## config.mk

```make
export PLATFORM = sky130hd
export DESIGN_NAME = cnn_loop_sched
export DESIGN_NICKNAME = d
export VERILOG_FILES = /design/src/rtl/cnn_pkg.sv /design/src/rtl/cnn_sched_ctr.sv /design/src/rtl/cnn_loop_sched.sv
export SDC_FILE = /design/constraint.sdc
export NUM_CORES = 1
export LEC_CHECK = 0
export CORE_MARGIN = 2
export CORE_UTILIZATION = 30
export CTS_CLUSTER_DIAMETER = 40
export CTS_CLUSTER_SIZE = 12
export DETAILED_ROUTE_END_ITERATION = 10
export GPL_TIMING_DRIVEN = 1
export PLACE_DENSITY = 0.61
export SLEW_MARGIN = 10
export SYNTH_ARGS = -nofsm -noshare
export SYNTH_HDL_FRONTEND = slang
export SYNTH_SLANG_ARGS = --single-unit
```

## constraint.sdc

```tcl
create_clock -name clk_i -period 2 [get_ports clk_i]
set_input_delay 0.4 -clock clk_i [delete_from_list [all_inputs] [get_ports clk_i]]
set_output_delay 0.4 -clock clk_i [all_outputs]
set_load 0.005 [all_outputs]
```

## src/rtl/cnn_pkg.sv

```systemverilog
// Shared types and helpers for the convolution loop-nest scheduler.
// Holds the FSM state enum and the counter width function.
package cnn_pkg;

  typedef enum logic [1:0] {
    IDLE,
    RUN,
    DONE
  } sched_state_t;

  // Bits needed to hold 0..max_v; a constant-zero counter still gets one bit.
  function automatic int cnn_w(input int max_v);
    return (max_v < 1) ? 1 : $clog2(max_v + 1);
  endfunction

endpackage

```

## src/rtl/cnn_sched_ctr.sv

```systemverilog
// One level of the loop nest: counts 0..max_p-1 and flags the wrapping increment
// so the next level outward can advance in the same cycle.
module cnn_sched_ctr
  import cnn_pkg::*;
#(
  parameter int  max_p = 2,
  localparam int W     = cnn_w(max_p - 1)
) (
  input  logic         clk_i,
  input  logic         reset_i,
  input  logic         clr_i,
  input  logic         en_i,
  output logic [W-1:0] it_o,
  output logic         wrap_o
);

  localparam logic [W-1:0] LAST = W'(max_p - 1);

  assign wrap_o = en_i && (it_o == LAST);

  // NOTE: sequential state uses non-blocking assignments so every level samples
  // the pre-edge values of its neighbours, like real flops.
  always_ff @(posedge clk_i or negedge reset_i) begin
    if (!reset_i) begin
      it_o <= '0;
    end else if (clr_i) begin
      it_o <= '0;
    end else if (en_i) begin
      it_o <= wrap_o ? '0 : it_o + 1'b1;
    end
  end

endmodule

```

## src/rtl/cnn_loop_sched.sv

```systemverilog
// Loop-nest sequencer for the tiled convolution datapath: walks to, row, col, ti,
// i, j (innermost j) and issues one step per valid/ready handshake.
module cnn_loop_sched
  import cnn_pkg::*;
#(
  parameter int  N_p  = 4,
  parameter int  M_p  = 4,
  parameter int  K_p  = 2,
  parameter int  R_p  = 16,
  parameter int  C_p  = 16,
  parameter int  S_p  = 1,
  parameter int  Tn_p = 2,
  parameter int  Tm_p = 2,
  localparam int TOW  = cnn_w(M_p / Tm_p - 1),
  localparam int TIW  = cnn_w(N_p / Tn_p - 1),
  localparam int RW   = cnn_w(R_p - 1),
  localparam int CW   = cnn_w(C_p - 1),
  localparam int KW   = cnn_w(K_p - 1),
  localparam int IRW  = cnn_w((R_p - 1) * S_p + K_p - 1),
  localparam int ICW  = cnn_w((C_p - 1) * S_p + K_p - 1)
) (
  input  logic           clk_i,
  input  logic           reset_i,
  input  logic           start_i,
  input  logic           abort_i,
  output logic           busy_o,
  output logic           done_o,
  output logic           step_v_o,
  input  logic           step_ready_i,
  output logic [TOW-1:0] to_o,
  output logic [TIW-1:0] ti_o,
  output logic [RW-1:0]  row_o,
  output logic [CW-1:0]  col_o,
  output logic [KW-1:0]  i_o,
  output logic [KW-1:0]  j_o,
  output logic [IRW-1:0] in_row_o,
  output logic [ICW-1:0] in_col_o,
  output logic           first_o,
  output logic           last_o
);

  if (N_p % Tn_p != 0) begin : g_bad_tn
    $error("cnn_loop_sched: Tn_p must divide N_p");
  end
  if (M_p % Tm_p != 0) begin : g_bad_tm
    $error("cnn_loop_sched: Tm_p must divide M_p");
  end

  localparam logic [TIW-1:0] TI_LAST = TIW'(N_p / Tn_p - 1);
  localparam logic [KW-1:0]  K_LAST  = KW'(K_p - 1);

  sched_state_t state;
  logic hs;
  logic j_wrap, i_wrap, ti_wrap, col_wrap, row_wrap, to_wrap;

  // Abort beats a same-cycle handshake, so the counters never advance under it.
  assign hs = step_v_o && step_ready_i && !abort_i;

  cnn_sched_ctr #(.max_p(K_p)) u_j (
    .clk_i, .reset_i, .clr_i(abort_i), .en_i(hs),       .it_o(j_o),   .wrap_o(j_wrap));
  cnn_sched_ctr #(.max_p(K_p)) u_i (
    .clk_i, .reset_i, .clr_i(abort_i), .en_i(j_wrap),   .it_o(i_o),   .wrap_o(i_wrap));
  cnn_sched_ctr #(.max_p(N_p / Tn_p)) u_ti (
    .clk_i, .reset_i, .clr_i(abort_i), .en_i(i_wrap),   .it_o(ti_o),  .wrap_o(ti_wrap));
  cnn_sched_ctr #(.max_p(C_p)) u_col (
    .clk_i, .reset_i, .clr_i(abort_i), .en_i(ti_wrap),  .it_o(col_o), .wrap_o(col_wrap));
  cnn_sched_ctr #(.max_p(R_p)) u_row (
    .clk_i, .reset_i, .clr_i(abort_i), .en_i(col_wrap), .it_o(row_o), .wrap_o(row_wrap));
  cnn_sched_ctr #(.max_p(M_p / Tm_p)) u_to (
    .clk_i, .reset_i, .clr_i(abort_i), .en_i(row_wrap), .it_o(to_o),  .wrap_o(to_wrap));

  assign in_row_o = IRW'(int'(row_o) * S_p + int'(i_o));
  assign in_col_o = ICW'(int'(col_o) * S_p + int'(j_o));

  // Flags are qualified by step_v_o so an idle scheduler drives all zeros.
  assign first_o = step_v_o && (ti_o == '0) && (i_o == '0) && (j_o == '0);
  assign last_o  = step_v_o && (ti_o == TI_LAST) && (i_o == K_LAST) && (j_o == K_LAST);

  always_ff @(posedge clk_i or negedge reset_i) begin
    if (!reset_i) begin
      state    <= IDLE;
      busy_o   <= 1'b0;
      done_o   <= 1'b0;
      step_v_o <= 1'b0;
    end else if (abort_i) begin
      state    <= IDLE;
      busy_o   <= 1'b0;
      done_o   <= 1'b0;
      step_v_o <= 1'b0;
    end else begin
      case (state)
        IDLE: begin
          if (start_i) begin
            state    <= RUN;
            busy_o   <= 1'b1;
            step_v_o <= 1'b1;
          end
        end
        RUN: begin
          // Wrap of the outermost counter is the handshake of the final step.
          if (to_wrap) begin
            state    <= DONE;
            busy_o   <= 1'b0;
            step_v_o <= 1'b0;
            done_o   <= 1'b1;
          end
        end
        DONE: begin
          state  <= IDLE;
          done_o <= 1'b0;
        end
        default: begin
          state    <= IDLE;
          busy_o   <= 1'b0;
          done_o   <= 1'b0;
          step_v_o <= 1'b0;
        end
      endcase
    end
  end

endmodule
```

==> results.md, run 1 <==
- Power Dens Cells: 431 nW/um^2
- Outcome: completed
- Most numerous cell in the Yosys netlist: dfrtp_1
- Share of cells above drive strength 1: 19.7%
- Tcrit/Tclk final: 96.5%
- Synth area leader: dfrtp_1
- Leak: 0.000705 uW
- Most used DFF post-synth: dfrtp_1
- Mux cell area share after synthesis: 1.12%
- Post-Syn Area: 1000 sq um
- Sequential power share: 54.3%
- CTS Buf Count: 3
- Final Hold Viols: 0
- Top-area cell type share of the netlist area: 40.0%
- CTS tree: yes
- Maximum vdd drop: 0.000280 V
- Internal Power: 462 uW
- RSZ-0062 raised after global routing: false
- CTS Sinks: 16
- Max cap viols: 0
- Num rows: 20
- YS warnings: 0
- CTS H-tree depth: 1
- Clock Power Share: 27.6%
- Crit-path max FO: 2
- Largest net degree at the start of global routing: 17
- Core Box Area: 3130 sq um
- Vias: 929
- Seq cells post-synth: 16
- Hold_ws: 426 ps
- Top cells by count, synth: 16 x dfrtp_1, 8 x nor2_1, 7 x a21oi_1
- Syn_nets: 112
- Initial antenna violation count: 0
- Arrival @ worst endpoint: 1530 ps
- IO buf count: 31
- DPL Wire Length: 1.98 mm
- Worst-Margin Slew: 328 ps
- Die H: 61.8 um
- Critical Path RT: 1600 ps
- Top cells by area, synth: dfrtp_1 40%, ha_1 7.5%, xor2_1 4.4%, a21oi_1 3.5%, nand3_1 3.0%
- Area Overhead vs Synth: 44.4%
- Root Driver: clkbuf_4
- Hold_buf cts: 0
- Setup crit end kind: primary output
- GRT Resource Usage Total: 15.5%
- Main combinational cell family by area after synthesis: simple AND/OR/NAND/NOR gates
- Avg Synthesized Cell Area: 9.92 sq um
- Detailed Routing Iterations Pass 1: 5
- Routed Antenna Nets: 0
- Drt initial violations: 28
- Setup TNS: 0 ps
- Drt drc: 0
- Worst-Skew Late Latency: 280 ps
- Complex-gate fraction of the synthesized area: 13.2%
- EDFF count, synth: 0
- Final WL: 2.58 mm
- Startpoint Class: flip-flop
- Die width: 61.8 um
- Synth Area in Simple Gates: 25.2%
- Min Tclk post-route: 1930 ps
- Crit path kind: flip-flop to primary output
- Global-route wire length before repair: 4.31 mm
- Final GP Congestion: 0.781
- HP Class: primary input to async pin
- CTS clk-pin slew, worst paths: 100 ps
- Slew Limit Fails: 0
- Initial cell density of the core: 32.0%
- Sw Ratio: 26.0%
- Maximum buffer depth of the clock tree: 2
- Asr flop ratio synth: 100%
- Netlist cell types: 37
- Vias/cell: 4.99
- Die area: 3820 sq um
- Synth Area in Adders: 7.49%
- Comb pwr share: 18.0%
- Worst Clk Skew: 4.97 ps
- Antenna Cells: 0
- GRT overflow: 0
- Relative slew slack: 78.1%
- Xor/xnor share of the synthesized area: 6.12%
- WL per Instance: 13.8 um
- Switch Pwr: 162 uW
- Number of I/O pins: 32
- Final core utilization: 46.3%
- Post-place instance area: 1410 sq um
- Fin area: 1450 sq um
- Syn Inst Count: 101
- Post-synthesis sequential area ratio: 40.0%
- FMAX: 518 MHz
- Final Setup Violations: 0
- # nets final: 155
- Vias in the first global route: 913
==> metal layers <==
metal | part of all wire (%) | global-route usage, %
met4 | 1.0 | 4.86
met5 | 0 | 0
met3 | 4.1 | 4.35
met2 | 50 | 26.6
met1 | 45 | 18.7
==> final timing paths <==
kind                                from             to  slack (ps)  cells past startpoint
min in group clk_i              state[0]       state[0]         540                      1
max reg2reg                u_row.it_o[0]      u_to.it_o         380                      5
min reg2reg                     state[0]       state[0]         540                      1
max                             u_i.it_o    in_row_o[0]          70                      2
min                              reset_i  u_col.it_o[2]         430                      2
max in group asynchronous        reset_i       u_i.it_o        1380                      2
==> power by group through the flow <==
| stage | registers (uW) | clock network [uW] | logic (uW) |
|---|---|---|---|
| floorplan | 352 | 0 | 37.6 |
| global placement | 346 | 0 | 108 |
| detailed placement | 346 | 0 | 112 |
| CTS | 339 | 181 | 113 |
| global route | 341 | 202 | 125 |
| finish | 339 | 172 | 113 |
==> sequential cells by signal, summed over array words and instances (netlist names) <==
name        count
step_v_o        1
done_o          1
u_j.it_o        1
u_ti.it_o       1
u_i.it_o        1
state           2
u_col.it_o      4
u_to.it_o       1
u_row.it_o      4
==> critical path: stages (launching register included) <==
cell and delay (ps):
dfrtp_2 420, ha_2 320, clkdlybuf4s50_1 500
==> cells by family (layout without fill, tap and decap cells) <==
family                   after synthesis  count (layout)
XOR/XNOR                               7               7
AO/OA/AOI/OAI                         21              21
multiplexers                           1               1
adder cells (fa/ha/maj)                6               6
buffers and inverters                 12              53
flip-flops                            16              16
AND/OR/NAND/NOR                       38              38
==> through the flow <==
step | worst slack, ps | power (uW) | instances
after floorplan | 538 | 389 | 101
after global placement | 122 | 453 | 182
after detailed placement | 34.7 | 458 | 182
after CTS | 49.4 | 633 | 186
after global routing | 5.01 | 668 | 186
final | 71.0 | 625 | 186
==> repair_timing <==
item | 4_1_cts | 5_1_grt
setup endpoints to repair | 10 | 2
resized for setup | 13 | 4
gates cloned | 0 | 0
endpoints found under the hold margin | 0 | 0
setup buffers | 1 | 0
==> cell type report <==
type,instances,area (sq um)
multi-input combinational,73,543
tap,44,55.1
clock buffer,3,22.5
sequential,16,402
fill,311,1680
timing repair buffer,44,403
inverter,6,22.5
==> cells in the final DEF, fill, tap and decap left out, types with 2 or more instances in the layout <==
| cell type | count |
|---|---|
| ha_2 | 4 |
| nand4_1 | 2 |
| and3_1 | 3 |
| nand2_1 | 3 |
| a21oi_1 | 7 |
| dlygate4sd2_1 | 9 |
| o21ai_0 | 6 |
| xnor2_1 | 2 |
| nand3_1 | 6 |
| nor3_1 | 3 |
| inv_1 | 5 |
| clkbuf_4 | 3 |
| buf_4 | 12 |
| ha_1 | 2 |
| xor2_1 | 5 |
| clkdlybuf4s50_1 | 21 |
| dfrtp_1 | 15 |
| nor2_1 | 8 |
| and4_1 | 2 |
Power figures use the tool's default switching activity.
==> run 2: changes to the inputs <==
--- a/config.mk
+++ b/config.mk
@@ -6,12 +6,12 @@
 export NUM_CORES = 1
 export LEC_CHECK = 0
 export CORE_MARGIN = 2
-export CORE_UTILIZATION = 30
+export CORE_UTILIZATION = 45
 export CTS_CLUSTER_DIAMETER = 40
 export CTS_CLUSTER_SIZE = 12
 export DETAILED_ROUTE_END_ITERATION = 10
 export GPL_TIMING_DRIVEN = 1
-export PLACE_DENSITY = 0.61
+export PLACE_DENSITY = 0.83
 export SLEW_MARGIN = 10
 export SYNTH_ARGS = -nofsm -noshare
 export SYNTH_HDL_FRONTEND = slang
==> run 2 against run 1 <==
Clock skew rose by 2.8 ps. Largest power group unchanged. Routed wire length rose by 1.6%. Largest cell class unchanged. Count of clock-buffer cells in the layout is 1 higher. Sequential power rose by 2%. Cell count shrank 7.5%. Worst setup slack better by 6.3 ps.
==> results.md, run 2 (synthesis gave the netlist of run 1 again) <==
- Crit path kind: flip-flop to primary output
- Outcome: completed
- Vias/cell: 5.59
- Share of cells above drive strength 1: 20.1%
- Area Overhead vs Synth: 44.6%
- Drt drc: 0
- Maximum vdd drop: 0.000443 V
- Crit-path max FO: 2
- Grt met3 use: 3.22%
- Global-route wire length before repair: 4.51 mm
- Final GP Congestion: 0.831
- Met1 Usage GRT: 28.0%
- Fin area: 1450 sq um
- Biggest regs: u_col.it_o (4), u_row.it_o (4), state (2)
- Die area: 2620 sq um
- Largest net degree at the start of global routing: 17
- R2R Setup Slk: 370 ps
- Maximum buffer depth of the clock tree: 2
- Max cap viols: 0
- CTS H-tree depth: 1
- Final Hold Viols: 0
- CTS clk-pin slew, worst paths: 100 ps
- Die H: 51.2 um
- HP Class: primary input to async pin
- Final Setup Violations: 0
- Vias in the first global route: 991
- Core Box Area: 2150 sq um
- Setup crit end kind: primary output
- Detailed Routing Iterations Pass 1: 4
- Die width: 51.2 um
- FMAX: 520 MHz
- Relative slew slack: 79.5%
- Internal Power: 500 uW
- Slew Limit Fails: 0
- Number of I/O pins: 32
- Hold_buf cts: 0
- DPL Wire Length: 1.96 mm
- Vias: 962
- Commonest non-fill, non-tap cell in the layout: clkdlybuf4s50_1
- GRT overflow: 0
- CTS tree: yes
- Routed Antenna Nets: 0
- Num rows: 17
- Clock Power Share: 32.8%
- Grt peak-use layer: met2
- Startpoint Class: flip-flop
- Setup TNS: 0 ps
- Drt initial violations: 24
- Antenna Cells: 0
- GRT Resource Usage Total: 23.1%
- Final WL: 2.62 mm
- Arrival @ worst endpoint: 1520 ps
- Critical Path RT: 1600 ps
- Post-place instance area: 1400 sq um
- Sw Ratio: 24.8%
- IO buf count: 31
- Power Dens Cells: 458 nW/um^2
- Initial antenna violation count: 0
- Met2 usage: 41.8%
- CTS Buf Count: 3
- Sequential power share: 51.9%
- Initial cell density of the core: 46.7%
- Leak: 0.000722 uW
- Worst-Margin Slew: 306 ps
- Worst Clk Skew: 7.79 ps
- CTS Sinks: 16
- Tcrit/Tclk final: 96.1%
- Commonest non-fill, non-tap cells in the layout: 21 x clkdlybuf4s50_1, 15 x dfrtp_1, 13 x buf_4
- Comb pwr share: 15.2%
- Switch Pwr: 164 uW
- Min Tclk post-route: 1920 ps
- Root Driver: clkbuf_4
- RSZ-0062 raised after global routing: false
- WL per Instance: 15.2 um
- Worst-Skew Late Latency: 290 ps
- # nets final: 156
==> run 2: cell types whose count changed in the layout (fill, tap and decap cells not counted) <==
| cell | change |
|---|---|
| buf_4 | +1 |
| clkbuf_8 | +1 |
| inv_1 | +1 |
| inv_2 | -1 |
==> run 2: power groups by stage <==
stage | combinational, uW | sequential, uW | clock [uW]
CTS | 100 | 343 | 218
global placement | 99.7 | 349 | 0
finish | 101 | 345 | 218
global route | 112 | 348 | 232
detailed placement | 102 | 349 | 0
floorplan | 37.6 | 352 | 0
==> run 2: path summary, 6_finish.rpt <==
check | from | end | cells past startpoint
hold / removal | reset_i | done_o | 2
hold reg to reg | state[0] | state[0] | 1
max in group asynchronous | reset_i | step_v_o | 2
min in group clk_i | state[0] | state[0] | 1
setup / recovery | u_j.it_o | in_col_o[0] | 2
setup reg to reg | u_col.it_o[1] | u_row.it_o[3] | 4
==> run 2: what timing repair did <==
item,4_1_cts,5_1_grt
buffers inserted,0,1
cloned,0,0
endpoints found under the setup margin,9,1
resized for setup,13,3
==> run 2: per-stage QoR <==
step	utilization (%)	hold slack, ps	setup slack, ps	std cells	total power (uW)
after floorplan	-	104	538	101	389
after global placement	65.1	513	196	167	449
after detailed placement	65.1	533	120	167	451
after CTS	66.7	428	70.4	171	661
after global routing	67.4	432	22.0	172	692
final	67.4	418	77.2	172	664
==> run 2: area by class of cell <==
type | instances | area (sq um)
fill | 172 | 699
sequential | 16 | 402
tap | 28 | 35.0
clock buffer | 4 | 36.3
inverter | 6 | 22.5
multi-input combinational | 73 | 543
timing repair buffer | 45 | 410
==> run 2: critical path: stages (launching register included) <==
cell,delay (ps)
dfrtp_1,420
ha_2,320
clkdlybuf4s50_1,490
==> run 2: layer usage <==
layer / vias to the layer above / wire length [um]
li1: 459 / -
met1: 460 / 1080
met2: 39 / 1380
met3: 4 / 116
met4: 0 / 41
met5: - / 0
